### src/rtl/lb_bus_arbiter.sv
// Round-robin arbiter sharing one LB register slave among NUM_MST masters, with a
// watchdog that force-completes transactions the slave never acknowledges.
module lb_bus_arbiter #(
  parameter int unsigned      NUM_MST      = 2,
  parameter int unsigned      ADR_W        = 32,
  parameter int unsigned      DAT_W        = 32,
  parameter int unsigned      TIMEOUT_CYC  = 256,
  parameter logic [DAT_W-1:0] TIMEOUT_RDAT = DAT_W'(32'hDEAD_BEEF),
  localparam int unsigned     IDX_W        = (NUM_MST > 1) ? $clog2(NUM_MST) : 1
) (
  input  logic                     CLK,
  input  logic                     RST,
  input  logic [NUM_MST-1:0]       M_LB_WREQ,
  input  logic [NUM_MST*ADR_W-1:0] M_LB_WADR,
  input  logic [NUM_MST*DAT_W-1:0] M_LB_WDAT,
  output logic [NUM_MST-1:0]       M_LB_WACK,
  input  logic [NUM_MST-1:0]       M_LB_RREQ,
  input  logic [NUM_MST*ADR_W-1:0] M_LB_RADR,
  output logic [DAT_W-1:0]         M_LB_RDAT,
  output logic [NUM_MST-1:0]       M_LB_RACK,
  output logic                     S_LB_WREQ,
  output logic [ADR_W-1:0]         S_LB_WADR,
  output logic [DAT_W-1:0]         S_LB_WDAT,
  input  logic                     S_LB_WACK,
  output logic                     S_LB_RREQ,
  output logic [ADR_W-1:0]         S_LB_RADR,
  input  logic [DAT_W-1:0]         S_LB_RDAT,
  input  logic                     S_LB_RACK,
  output logic                     BUSY,
  output logic [IDX_W-1:0]         GNT_IDX,
  output logic                     ERR_TIMEOUT,
  output logic [15:0]              ERR_CNT
);

  localparam int unsigned    TMR_W   = (TIMEOUT_CYC > 1) ? $clog2(TIMEOUT_CYC) : 1;
  localparam bit             TO_EN   = (TIMEOUT_CYC != 0);
  localparam logic [TMR_W-1:0] TO_LAST = TMR_W'(TIMEOUT_CYC - 1);

  typedef enum logic [1:0] {StIdle, StIssue, StWait, StResp} state_e;

  state_e             state_q, state_d;
  logic [IDX_W-1:0]   last_q, last_d;
  logic [IDX_W-1:0]   gnt_q, gnt_d;
  logic               is_rd_q, is_rd_d;
  logic [ADR_W-1:0]   adr_q, adr_d;
  logic [DAT_W-1:0]   wdat_q, wdat_d;
  logic [DAT_W-1:0]   rdat_q, rdat_d;
  logic               to_q, to_d;
  logic [TMR_W-1:0]   timer_q, timer_d;
  logic [15:0]        err_cnt_q, err_cnt_d;

  logic [NUM_MST-1:0] pending;
  logic               arb_found;
  logic [IDX_W-1:0]   arb_idx;
  logic [IDX_W-1:0]   cand;
  logic               ack_hit;

  // Scan upward from the master after the last grant, wrapping once around.
  always_comb begin
    pending   = M_LB_WREQ | M_LB_RREQ;
    arb_found = 1'b0;
    arb_idx   = '0;
    cand      = '0;
    for (int k = 1; k <= int'(NUM_MST); k++) begin
      cand = IDX_W'((int'(last_q) + k) % int'(NUM_MST));
      if (!arb_found && pending[cand]) begin
        arb_found = 1'b1;
        arb_idx   = cand;
      end
    end
  end

  assign ack_hit = is_rd_q ? S_LB_RACK : S_LB_WACK;

  always_comb begin
    state_d   = state_q;
    last_d    = last_q;
    gnt_d     = gnt_q;
    is_rd_d   = is_rd_q;
    adr_d     = adr_q;
    wdat_d    = wdat_q;
    rdat_d    = rdat_q;
    to_d      = to_q;
    timer_d   = timer_q;
    err_cnt_d = err_cnt_q;
    unique case (state_q)
      StIdle: begin
        if (arb_found) begin
          gnt_d   = arb_idx;
          // Writes win when a master raises both request types together.
          is_rd_d = !M_LB_WREQ[arb_idx];
          adr_d   = is_rd_d ? M_LB_RADR[int'(arb_idx)*ADR_W +: ADR_W]
                            : M_LB_WADR[int'(arb_idx)*ADR_W +: ADR_W];
          wdat_d  = is_rd_d ? '0 : M_LB_WDAT[int'(arb_idx)*DAT_W +: DAT_W];
          rdat_d  = '0;
          to_d    = 1'b0;
          state_d = StIssue;
        end
      end
      StIssue, StWait: begin
        timer_d = (state_q == StIssue) ? '0 : timer_q + 1'b1;
        if (ack_hit) begin
          rdat_d  = is_rd_q ? S_LB_RDAT : '0;
          state_d = StResp;
        end else if (TO_EN && state_q == StWait && timer_q == TO_LAST) begin
          rdat_d  = is_rd_q ? TIMEOUT_RDAT : '0;
          to_d    = 1'b1;
          state_d = StResp;
        end else if (state_q == StIssue) begin
          state_d = StWait;
        end
      end
      StResp: begin
        last_d = gnt_q;
        if (to_q && err_cnt_q != 16'hFFFF) begin
          err_cnt_d = err_cnt_q + 16'd1;
        end
        state_d = StIdle;
      end
      default: state_d = StIdle;
    endcase
  end

  always_ff @(posedge CLK) begin
    if (RST) begin
      state_q   <= StIdle;
      last_q    <= IDX_W'(NUM_MST - 1);
      gnt_q     <= '0;
      is_rd_q   <= 1'b0;
      adr_q     <= '0;
      wdat_q    <= '0;
      rdat_q    <= '0;
      to_q      <= 1'b0;
      timer_q   <= '0;
      err_cnt_q <= '0;
    end else begin
      state_q   <= state_d;
      last_q    <= last_d;
      gnt_q     <= gnt_d;
      is_rd_q   <= is_rd_d;
      adr_q     <= adr_d;
      wdat_q    <= wdat_d;
      rdat_q    <= rdat_d;
      to_q      <= to_d;
      timer_q   <= timer_d;
      err_cnt_q <= err_cnt_d;
    end
  end

  always_comb begin
    M_LB_WACK   = '0;
    M_LB_RACK   = '0;
    M_LB_RDAT   = '0;
    S_LB_WREQ   = 1'b0;
    S_LB_RREQ   = 1'b0;
    S_LB_WADR   = '0;
    S_LB_WDAT   = '0;
    S_LB_RADR   = '0;
    BUSY        = (state_q != StIdle);
    GNT_IDX     = gnt_q;
    ERR_TIMEOUT = 1'b0;
    ERR_CNT     = err_cnt_q;
    // Slave address/data stay stable from the request pulse through the master ack.
    if (state_q != StIdle) begin
      if (is_rd_q) begin
        S_LB_RADR = adr_q;
      end else begin
        S_LB_WADR = adr_q;
        S_LB_WDAT = wdat_q;
      end
    end
    if (state_q == StIssue) begin
      S_LB_WREQ = !is_rd_q;
      S_LB_RREQ = is_rd_q;
    end
    if (state_q == StResp) begin
      if (is_rd_q) begin
        M_LB_RACK[gnt_q] = 1'b1;
      end else begin
        M_LB_WACK[gnt_q] = 1'b1;
      end
      M_LB_RDAT   = rdat_q;
      ERR_TIMEOUT = to_q;
    end
  end

endmodule

### config.mk
export PLATFORM = sky130hd
export DESIGN_NAME = lb_bus_arbiter
export DESIGN_NICKNAME = d
export VERILOG_FILES = /design/src/rtl/lb_bus_arbiter.sv
export SDC_FILE = /design/constraint.sdc
export NUM_CORES = 1
export LEC_CHECK = 0
export ABC_AREA = 0
export CAP_MARGIN = 30
export CORE_MARGIN = 1
export CORE_UTILIZATION = 30
export CTS_CLUSTER_SIZE = 10
export DETAILED_ROUTE_END_ITERATION = 16
export GPL_ROUTABILITY_DRIVEN = 0
export GPL_TIMING_DRIVEN = 0
export HOLD_SLACK_MARGIN = 0.03
export SYNTH_ARGS = -nofsm -noshare
export SYNTH_HDL_FRONTEND = slang
export SYNTH_SLANG_ARGS = --single-unit
### constraint.sdc
create_clock -name CLK -period 3.8 [get_ports CLK]
set_input_delay 0.38 -clock CLK [delete_from_list [all_inputs] [get_ports CLK]]
set_output_delay 0.38 -clock CLK [all_outputs]
set_load 0.1 [all_outputs]
# After elaboration in Yosys (flattened, before gate mapping)
# Index checks and enable logic that the tools add are counted.
# W data, S select, Z words.
word_totals:
  regBits: 126
  input_bits: 232
  out_inout_bits: 153
  elab_cells: 94
classes:
  add_sub_neg: 4
  n_lt_le_gt_ge: 5
  n_eq_ne: 10
  n_shift: 3
  n_mux: 45
  bitwise_logic: 1
  n_reduce_logical: 16
ops:
  columns: ["op", "n"]
  rows:
  - ["$mux W32", 14]
  - ["$shiftx A64 B7 Y32", 3]
  - ["$pmux W32 S2", 1]
  - ["$mux W1", 18]
  - ["$add A16 B1 Y16 const B", 1]
  - ["$mux W2", 8]
  - ["$ne A16 B16 Y1 const B", 1]
  - ["$add A8 B1 Y8 const B", 1]
  - ["$eq A8 B8 Y1 const B", 1]
  - ["$lt A1 B2 Y1 const B", 4]
  - ["$mux W8", 1]
  - ["$ne A2 B2 Y1 const B", 3]
  - ["$pmux W2 S3", 1]
  - ["$reduce_and A2 Y1", 3]
  - ["$eq A2 B2 Y1 const B", 2]
  - ["$logic_and A1 B1 Y1", 4]
  - ["$ne A4 B4 Y1 const B", 1]
  - ["$reduce_and A4 Y1", 1]
  - ["$reduce_bool A2 Y1", 2]
  - ["$logic_not A1 Y1", 3]
  - ["$ne A3 B3 Y1 const B", 1]
  - ["$reduce_and A3 Y1", 1]
  - ["$add A1 B1 Y1 const B", 2]
  - ["$eq A2 B1 Y1 const B", 1]
  - ["6 further kinds", 6]

# Depth between registers and ports, before layout
# Gate-level depths: netlist of run 1.
logic_depth:
  word_depth: 10
  ltp_mapped: 8
  ltp_nobuf: 6

# Worst setup path before layout of run 1
# No wires, ideal clock.
synth_timing:
  path_kind: "reg-to-output"
  from: "register state_q[0]"
  to: "output port S_LB_RADR[22]"
  arrival_ns: 2.666
  t_required_ns: 3.420
  path_slack_ns: 0.754
  path_stages_with_launch: 6
  n_path_buf: 1
  cell_sequence: "dfxtp_1 -> inv_1 -> ha_1 -> inv_2 -> clkbuf_1 -> and3_1"
synth_between:
  elab_chain_len: 2
synth_lines:
  columns: ["element", "line_no", "text"]
  rows:
  - ["from (decl)", "41", "state_e state_q, state_d;"]
  - ["from (signal assigned)", "126", "state_q <= StIdle;"]
  - ["from (signal assigned)", "137", "state_q <= state_d;"]
  - ["$reduce_bool A2 Y1", null, null]
  - ["via BUSY", "29", "output logic BUSY,"]
  - ["$mux W32", "164", "if (state_q != StIdle) begin"]
  - ["to (decl)", "26", "output logic [ADR_W-1:0] S_LB_RADR,"]
# The timed path passes the listed nets, and every way through them passes these cells.

# Worst setup path in the final report of run 1
layout_timing:
  from: "register state_q[0]"
  to: "output port M_LB_RDAT[29]"
layout_between:
  elab_chain_len: 2
layout_lines:
  columns: ["element", "line_no", "text"]
  rows:
  - ["$eq A2 B2 Y1", "176", "if (state_q == StResp) begin"]
  - ["$mux W32", "176", null]
  - ["to (decl)", "19", "output logic [DAT_W-1:0] M_LB_RDAT,"]
# No other way between the ends.

==> metrics, run 1 <==
vias in the first global route 8513; Initial Util 30.88%; Final Hold Viols 0; RSZ-0062 raised after global routing false; initial antenna violation count 2; DRT iter0 DRCs 518; Filler cells 2429; Most common cell on crit path clkbuf_1; largest stage delay on the critical path 1130 ps; clock root cell clkbuf_16; most numerous cell in the Yosys netlist dfxtp_1; outcome finished, final reports clean; CP required 3420 ps; worst setup path class flip-flop to primary output; Post-synth EDFFs 0; first-pass GRT wire length 49.01 mm; dpl hpwl 25.35 mm; Worst Hold End wdat_q[6]$_SDFFE_PP0P_; type of origin of the critical path flip-flop; syn nets 1193; logic gate share of total power 57.7%; Switching Fraction 50.98%; delay-heaviest family, CP buffers and inverters; gr ovfl total 0; Cell variety after synth 54; NetSw 4.122 mW; top sig layer met4; async set-reset flop share out of synthesis 0%; worst vdd ir 0.0003608 V; Post-synth top cells dfxtp_1 (126), and2_1 (98), o21ai_0 (73), and3_1 (68), o21ai_1 (61); Internal 3.964 mW; fin util 52.20%; slew at the pin with the worst max-slew slack 1057 ps; R2R setup slack 1720 ps; Synth area leader dfxtp_1; ys flop type dfxtp_1; Final Max Tran Viols 0; post-CTS setup buffer count 0; metal3 WL 2.122 mm; H-tree Lvls 4; Tightest Hold Check Type flip-flop to flip-flop; via/cell ratio 4.974; synth top area cells dfxtp_1 (33%), and2_1 (8.1%), and3_1 (5.6%); Die Wd 160.9 µm; Syn Area/Cell 7.932 µm²; final wirelength 32.61 mm; CTS tree yes; I/O pins 385; vias 8495; clk sink count 126; sequential fraction of the synthesis area 33.30%; hold_sp wdat_q[6]$_SDFFE_PP0P_; port buffer count 383; worst hold path stage count 2; reg2reg path depth 8; clock power share 19.9%; DIE AREA 25890 µm²; crit share post-route 96.11%; total CTS buffers 17; CTS hold repair buffers 0; nets 1607; Ys Warns 0; crit path buf inv count 3; power per cell area 631.4 nW/µm²; TNS Setup 0 ps; pin count of the biggest net entering global routing 17; Max Fclk 273.8 MHz; row cnt 57; Leak 5.771 nW; Worst-Skew Late Latency 420 ps; Worst-path clk slew 60 ps; Clock Skews 21.45 ps; Gate Count Post-Synth 955; CP arrival 3270 ps; WL/cell 19.09 µm; final antenna-violating net count 0; Rel. slew slack 29.34%; crit path max fanout 10; Area Overhead vs Synth 69.06%; MaxCap Viol Count 0; CTS Buffer Depth 2; Setup-failing EPs final 0; RR Startpoint state_q[0]$_SDFFE_PP0P_; core area 24530 µm²; share of layout cells above drive strength 1 6.078%; sequential share of power 22.4%; worst path cell trace ha_1, clkbuf_1, clkbuf_1, and2_1, clkdlybuf4s50_1; Mapped Area 7575 µm²; CP Capture Type primary output; DRC 0; die extent in y 160.9 µm; Overall Global Routing Usage 24.53%; metal2 WL 16.06 mm; fin crit period 3652 ps; Metal-1 WL 13.82 mm; share of the synthesized area in the top cell type 33.30%; slowest CP cell clkdlybuf4s50_1; number of synthesized register bits 126; drt pass-1 iters 5; RR Endpoint rdat_q[8]$_SDFFE_PP0P_
## worst register-to-register path, cell delays in order, from the launching register on
cell	delay [ps]
dfxtp_1	370
inv_1	100
ha_1	280
buf_2	210
and3b_1	340
and2_1	160
buf_1	310
nand2_1	130
mux2i_1	120
## layer usage
metal / global-route usage, % / vias to the layer above
met1: 29.64 / 3946
met2: 41.97 / 293
met4: 8.148 / 0
met5: 0 / -
li1: - / 4227
met3: 6.431 / 29
## metrics by stage
stage / worst slack [ps] / hold slack, ps / std cells / power [mW] / instance area (µm²)
6_report: 148.0 / 446.5 / 1708 / 8.086 / 12810
5_1_grt: 3.193 / 467.0 / 1708 / 8.466 / 12810
4_1_cts: 0.4532 / 446.9 / 1705 / 8.140 / 12650
3_5_place_dp: 56.08 / 440.0 / 1673 / 6.565 / 12120
3_3_place_gp: 105.7 / 433.2 / 1662 / 6.374 / 11810
2_1_floorplan: 754.4 / 427.3 / 955 / 4.990 / 7575
## area by class of cell
cell class                 instances  area (µm²)  share of cell area, %
tap                              324       405.4                  3.166
sequential                       126        2522                  19.70
inverter                          11       41.29                 0.3224
buffer                            86       376.6                  2.941
multi-input combinational        732        4637                  36.21
antenna                            2       5.005                0.03908
clock buffer                      19       442.9                  3.459
clock inverter                    13       131.4                  1.026
timing repair buffer             395        4244                  33.14
## cells in the final DEF, fill, tap and decap left out, types with 6 or more instances in the layout
cell	netlist	layout
buf_2	22	22
mux2i_1	33	33
o21ai_0	73	73
nand3b_1	34	34
nand2_1	54	54
or3_1	9	9
nand2b_1	36	36
a21boi_0	32	32
buf_16	0	12
nand3_1	6	6
nor2_1	15	14
clkdlybuf4s50_1	0	300
o21ai_1	61	61
dfxtp_1	126	126
clkbuf_16	0	17
nor3_1	7	7
nor2b_1	34	34
dlymetal6s2s_1	0	49
nand4_1	9	9
and3_1	68	68
and2_1	98	98
clkbuf_1	58	59
dlygate4sd2_1	0	34
inv_1	10	10
nor3b_1	33	33
a21oi_1	52	52
o221ai_1	32	32
ha_1	6	6
## state kept, by name, summed over array words and instances, names as in the netlist, 2 cells and up
register and flops:
rdat_q 32, adr_q 32, state_q 2, wdat_q 32, timer_q 8, ERR_CNT 16
## cells by family after synthesis
logic type / share of synthesized area [%]
multiplexers: 4.509
buffers and inverters: 5.517
flip-flops: 33.30
AND/OR/NAND/NOR: 34.19
XOR/XNOR: 0.4625
adder cells (fa/ha/maj): 0.9911
AO/OA/AOI/OAI: 21.03
## power groups by stage
stage	clock network, mW	registers (mW)	logic, mW
CTS	1.64	1.81	4.69
floorplan	0	1.78	3.21
finish	1.61	1.81	4.67
detailed placement	0	1.84	4.73
global route	1.70	1.85	4.92
global placement	0	1.83	4.54
## how the worst max path moves through the flow
stage	slack, ps	cells past startpoint	endpoint	start
floorplan	750	5	S_LB_RADR[22]	state_q[0]$_SDFFE_PP0P_
global placement	110	6	S_LB_WADR[0]	state_q[0]$_SDFFE_PP0P_
CTS	0.5	6	S_LB_WADR[14]	state_q[0]$_SDFFE_PP0P_
detailed placement	60	6	S_LB_WDAT[25]	state_q[0]$_SDFFE_PP0P_
global route	3	5	M_LB_RDAT[25]	state_q[0]$_SDFFE_PP0P_
finish	150	5	M_LB_RDAT[29]	state_q[0]$_SDFFE_PP0P_
## what timing repair did
action / CTS / global route
setup endpoints to repair: 59 / 49
gates resized for setup: 35 / 49
hold endpoints to repair: 0 / 0
Power figures use the tool's default switching activity.
==> run 2, diff against run 1 <==
--- a/config.mk
+++ b/config.mk
@@ -7,6 +7,7 @@
 export LEC_CHECK = 0
 export ABC_AREA = 0
 export CAP_MARGIN = 30
+export CORE_ASPECT_RATIO = 0.75
 export CORE_MARGIN = 1
 export CORE_UTILIZATION = 30
 export CTS_CLUSTER_SIZE = 10
==> metrics, run 2 (synthesis results as in run 1) <==
fin crit period 3605 ps; clk sink count 126; DRC 0; nets 1604; Sequential Area 2522 µm²; dpl cell area 12070 µm²; row cnt 49; CTS Buffer Depth 2; Setup-failing EPs final 0; initial antenna violation count 4; die extent in y 139.6 µm; dpl hpwl 25.63 mm; gr ovfl total 0; via/cell ratio 5.009; drt pass-1 iters 5; final antenna-violating net count 0; share of layout cells above drive strength 1 5.733%; Clock Skews 8.208 ps; final non-filler cell area 12770 µm²; final cell count without fillers 1713; DRT iter0 DRCs 428; port buffer count 383; worst hold path stage count 2; Initial Util 31.04%; Tightest Hold Check Type flip-flop to flip-flop; CTS hold repair buffers 0; vias 8581; commonest non-fill, non-tap cell in the layout clkdlybuf4s50_1; post-CTS setup buffer count 0; CP arrival 3220 ps; total CTS buffers 17; Resized cells post-CTS 39; CP required 3420 ps; worst setup path class flip-flop to primary output; Die Wd 185.5 µm; CTS tree yes; Worst-path clk slew 60 ps; CP Capture Type primary output; Final Hold Viols 0; pin count of the biggest net entering global routing 17; Worst Hold End wdat_q[20]$_SDFFE_PP0P_; Post-Place Cells 1678; H-tree Lvls 4; slew at the pin with the worst max-slew slack 1031 ps; Final Max Tran Viols 0; RR Startpoint state_q[0]$_SDFFE_PP0P_; worst vdd ir 0.0003508 V; R2R setup slack 1630 ps; Rel. slew slack 31.02%; crit share post-route 94.86%; multi-input gate area in the final layout 4637 µm²; total power 8.189 mW; type of origin of the critical path flip-flop; I/O pins 385; hold_sp wdat_q[20]$_SDFFE_PP0P_; Filler cells 2338; core area 24400 µm²; Largest regs adr_q x32, rdat_q x32, wdat_q x32; Area Overhead vs Synth 68.65%; vias in the first global route 8419; RR Endpoint rdat_q[8]$_SDFFE_PP0P_; reg2reg path depth 8; first-pass GRT wire length 49.34 mm; RSZ-0062 raised after global routing false; crit path max fanout 10; Overall Global Routing Usage 25.04%; power per cell area 641.0 nW/µm²; most frequent cells in the layout clkdlybuf4s50_1 (302), dfxtp_1 (126), and2_1 (98); TNS Setup 0 ps; clock root cell clkbuf_16; Leak 5.670 nW; final wirelength 32.82 mm; outcome finished, final reports clean; WL/cell 19.16 µm; Max Fclk 277.4 MHz; MaxCap Viol Count 0; DIE AREA 25890 µm²; Worst-Skew Late Latency 430 ps
==> run 2: final cells by class <==
cell class | instances | area share [%]
tap | 331 | 3.242
buffer | 86 | 2.948
antenna | 4 | 0.07835
inverter | 11 | 0.3232
multi-input combinational | 732 | 36.30
timing repair buffer | 392 | 32.42
sequential | 126 | 19.75
clock buffer | 22 | 3.712
clock inverter | 9 | 1.234
==> run 2: worst max path at each step <==
stage	startpoint	to	slack, ps	cells past startpoint
final	state_q[1]$_SDFFE_PP0P_	M_LB_RDAT[25]	200	5
after global routing	state_q[0]$_SDFFE_PP0P_	M_LB_RDAT[21]	5	5
after CTS	state_q[0]$_SDFFE_PP0P_	S_LB_WADR[20]	0.05	6
after detailed placement	state_q[0]$_SDFFE_PP0P_	S_LB_WADR[0]	100	6
after global placement	state_q[0]$_SDFFE_PP0P_	S_LB_WADR[24]	80	6
after floorplan	state_q[0]$_SDFFE_PP0P_	S_LB_RADR[22]	750	5
==> run 2: routing by layer <==
metal | global-route usage [%] | share of wire (%) | vias up
met1 | 31.17 | 43 | 4008
li1 | - | - | 4227
met3 | 7.616 | 7.6 | 39
met2 | 41.61 | 48 | 307
met4 | 6.612 | 1.7 | 0
met5 | 0 | 0 | -
==> run 2: critical path, cell delays in order, from the launching register on <==
cell             delay, ps
dfxtp_1                360
ha_1                   290
clkbuf_1               490
clkbuf_1               330
and2_1                 180
clkdlybuf4s50_1       1140
==> run 2: per-stage QoR <==
stage	setup slack [ps]	hold WS [ps]	utilization, %
3_5_place_dp	100.8	438.6	49.47
3_3_place_gp	76.31	434.3	48.45
4_1_cts	0.04685	446.3	51.87
5_1_grt	5.375	459.3	52.33
6_report	195.2	443.5	52.35
2_1_floorplan	754.4	427.3	-
==> run 2: power by group <==
| group | switching [mW] | leakage, nW | total [mW] | internal (mW) |
|---|---|---|---|---|
| registers | 0.191 | 1.03 | 1.81 | 1.62 |
| clock network | 0.631 | 0.303 | 1.78 | 1.15 |
| logic | 3.25 | 4.34 | 4.60 | 1.34 |
| total | 4.08 | 5.67 | 8.19 | 4.11 |
==> run 3, diff against run 2 <==
--- a/config.mk
+++ b/config.mk
@@ -10,6 +10,7 @@
 export CORE_ASPECT_RATIO = 0.75
 export CORE_MARGIN = 1
 export CORE_UTILIZATION = 30
+export CTS_BUF_LIST = sky130_fd_sc_hd__clkbuf_4 sky130_fd_sc_hd__clkbuf_8 sky130_fd_sc_hd__clkbuf_16
 export CTS_CLUSTER_SIZE = 10
 export DETAILED_ROUTE_END_ITERATION = 16
 export GPL_ROUTABILITY_DRIVEN = 0
==> metrics, run 3 (synthesis results as in run 1) <==
clock root cell clkbuf_16; met2 global-route usage 41.61%; via/cell ratio 5.013; CP arrival 3230 ps; CTS tree yes; slew at the pin with the worst max-slew slack 1031 ps; die extent in y 139.6 µm; Largest regs adr_q x32, rdat_q x32, wdat_q x32; worst vdd ir 0.0003509 V; share of layout cells above drive strength 1 5.878%; initial antenna violation count 4; most frequent cells in the layout clkdlybuf4s50_1 (302), dfxtp_1 (126), and2_1 (98); CP Capture Type primary output; port buffer count 383; outcome finished, final reports clean; Max Fclk 277.3 MHz; first-pass GRT wire length 49.34 mm; dpl hpwl 25.63 mm; final wirelength 32.83 mm; commonest non-fill, non-tap cell in the layout clkdlybuf4s50_1; fin crit period 3607 ps; met1 usage 31.17%; WL/cell 19.17 µm; DRT iter0 DRCs 429; clk sink count 126; Initial Util 31.04%; DIE AREA 25890 µm²; crit path max fanout 10; type of origin of the critical path flip-flop; dpl cell area 12070 µm²; gr ovfl total 0; Worst-Skew Late Latency 430 ps; Final Max Tran Viols 0; Area Overhead vs Synth 68.75%; RSZ-0062 raised after global routing false; vias 8587; Clock Skews 8.437 ps; pin count of the biggest net entering global routing 17; DRC 0; total power 8.204 mW; WHS 443.5 ps; vias in the first global route 8419; CP required 3420 ps; Tightest Hold Check Type flip-flop to flip-flop; final non-filler cell area 12780 µm²; nets 1604; Rel. slew slack 31.02%; I/O pins 385; Leak 5.677 nW; busiest grt layer met2; Final Hold Viols 0; crit path buf inv count 3; H-tree Lvls 4; row cnt 49; Die Wd 185.5 µm; core area 24400 µm²; TNS Setup 0 ps; delay-heaviest family, CP buffers and inverters; Most common cell on crit path clkbuf_1; drt pass-1 iters 5; crit share post-route 94.91%; slowest CP cell clkdlybuf4s50_1; Setup-failing EPs final 0; grt met3 use 7.616%; worst path cell trace ha_1, clkbuf_1, clkbuf_1, and2_1, clkdlybuf4s50_1; worst setup path class flip-flop to primary output; final antenna-violating net count 0; power per cell area 641.8 nW/µm²; MaxCap Viol Count 0; largest stage delay on the critical path 1140 ps; Overall Global Routing Usage 25.04%; CTS Buffer Depth 2; post-CTS setup buffer count 0; total CTS buffers 17; Worst-path clk slew 60 ps
run 3: tightest hold or removal path: stages, from the launching register on:
cell and delay, ps:
dfxtp_1 300, nand2_1 50, a21oi_1 50
run 3: routing by layer:
| metal | vias to the layer above | wire length (µm) |
|---|---|---|
| met2 | 302 | 15760 |
| met5 | - | 0 |
| met3 | 39 | 2482 |
| li1 | 4227 | - |
| met4 | 0 | 552 |
| met1 | 4019 | 14040 |
run 3: layout make-up:
class	instances	area (µm²)
clock buffer	22	481.7
multi-input combinational	732	4637
inverter	11	41.29
tap	331	414.1
antenna	4	10.01
fill	2336	11620
timing repair buffer	392	4141
sequential	126	2522
buffer	86	376.6
clock inverter	9	157.7
run 3: timing repair:
item | CTS | global route
gates resized for setup | 39 | 43
setup endpoints to repair | 60 | 43
endpoints found under the hold margin | 0 | 0
hold buffers | 0 | 0
run 3: power by group:
part	internal [mW]	switching, mW	leakage [nW]
clock network	1.16	0.631	0.310
logic	1.34	3.25	4.34
registers	1.62	0.191	1.03
total	4.13	4.08	5.68
run 3: stage by stage:
step / std cells / setup WS [ps] / util [%]
finish: 1713 / 193.3 / 52.38
global route: 1711 / 5.276 / 52.36
CTS: 1709 / 0.02554 / 51.90
detailed placement: 1678 / 100.8 / 49.47
global placement: 1669 / 76.31 / 48.45
floorplan: 955 / 754.4 / -
run 3: worst paths after layout:
check,depth (start not counted),end,from,slack (ps)
worst max-delay path,5,M_LB_RDAT[25],state_q[1]$_SDFFE_PP0P_,190
worst min-delay path,2,wdat_q[20]$_SDFFE_PP0P_,wdat_q[20]$_SDFFE_PP0P_,440
worst max register to register,8,rdat_q[8]$_SDFFE_PP0P_,state_q[0]$_SDFFE_PP0P_,1630
worst min register to register,2,wdat_q[20]$_SDFFE_PP0P_,wdat_q[20]$_SDFFE_PP0P_,440
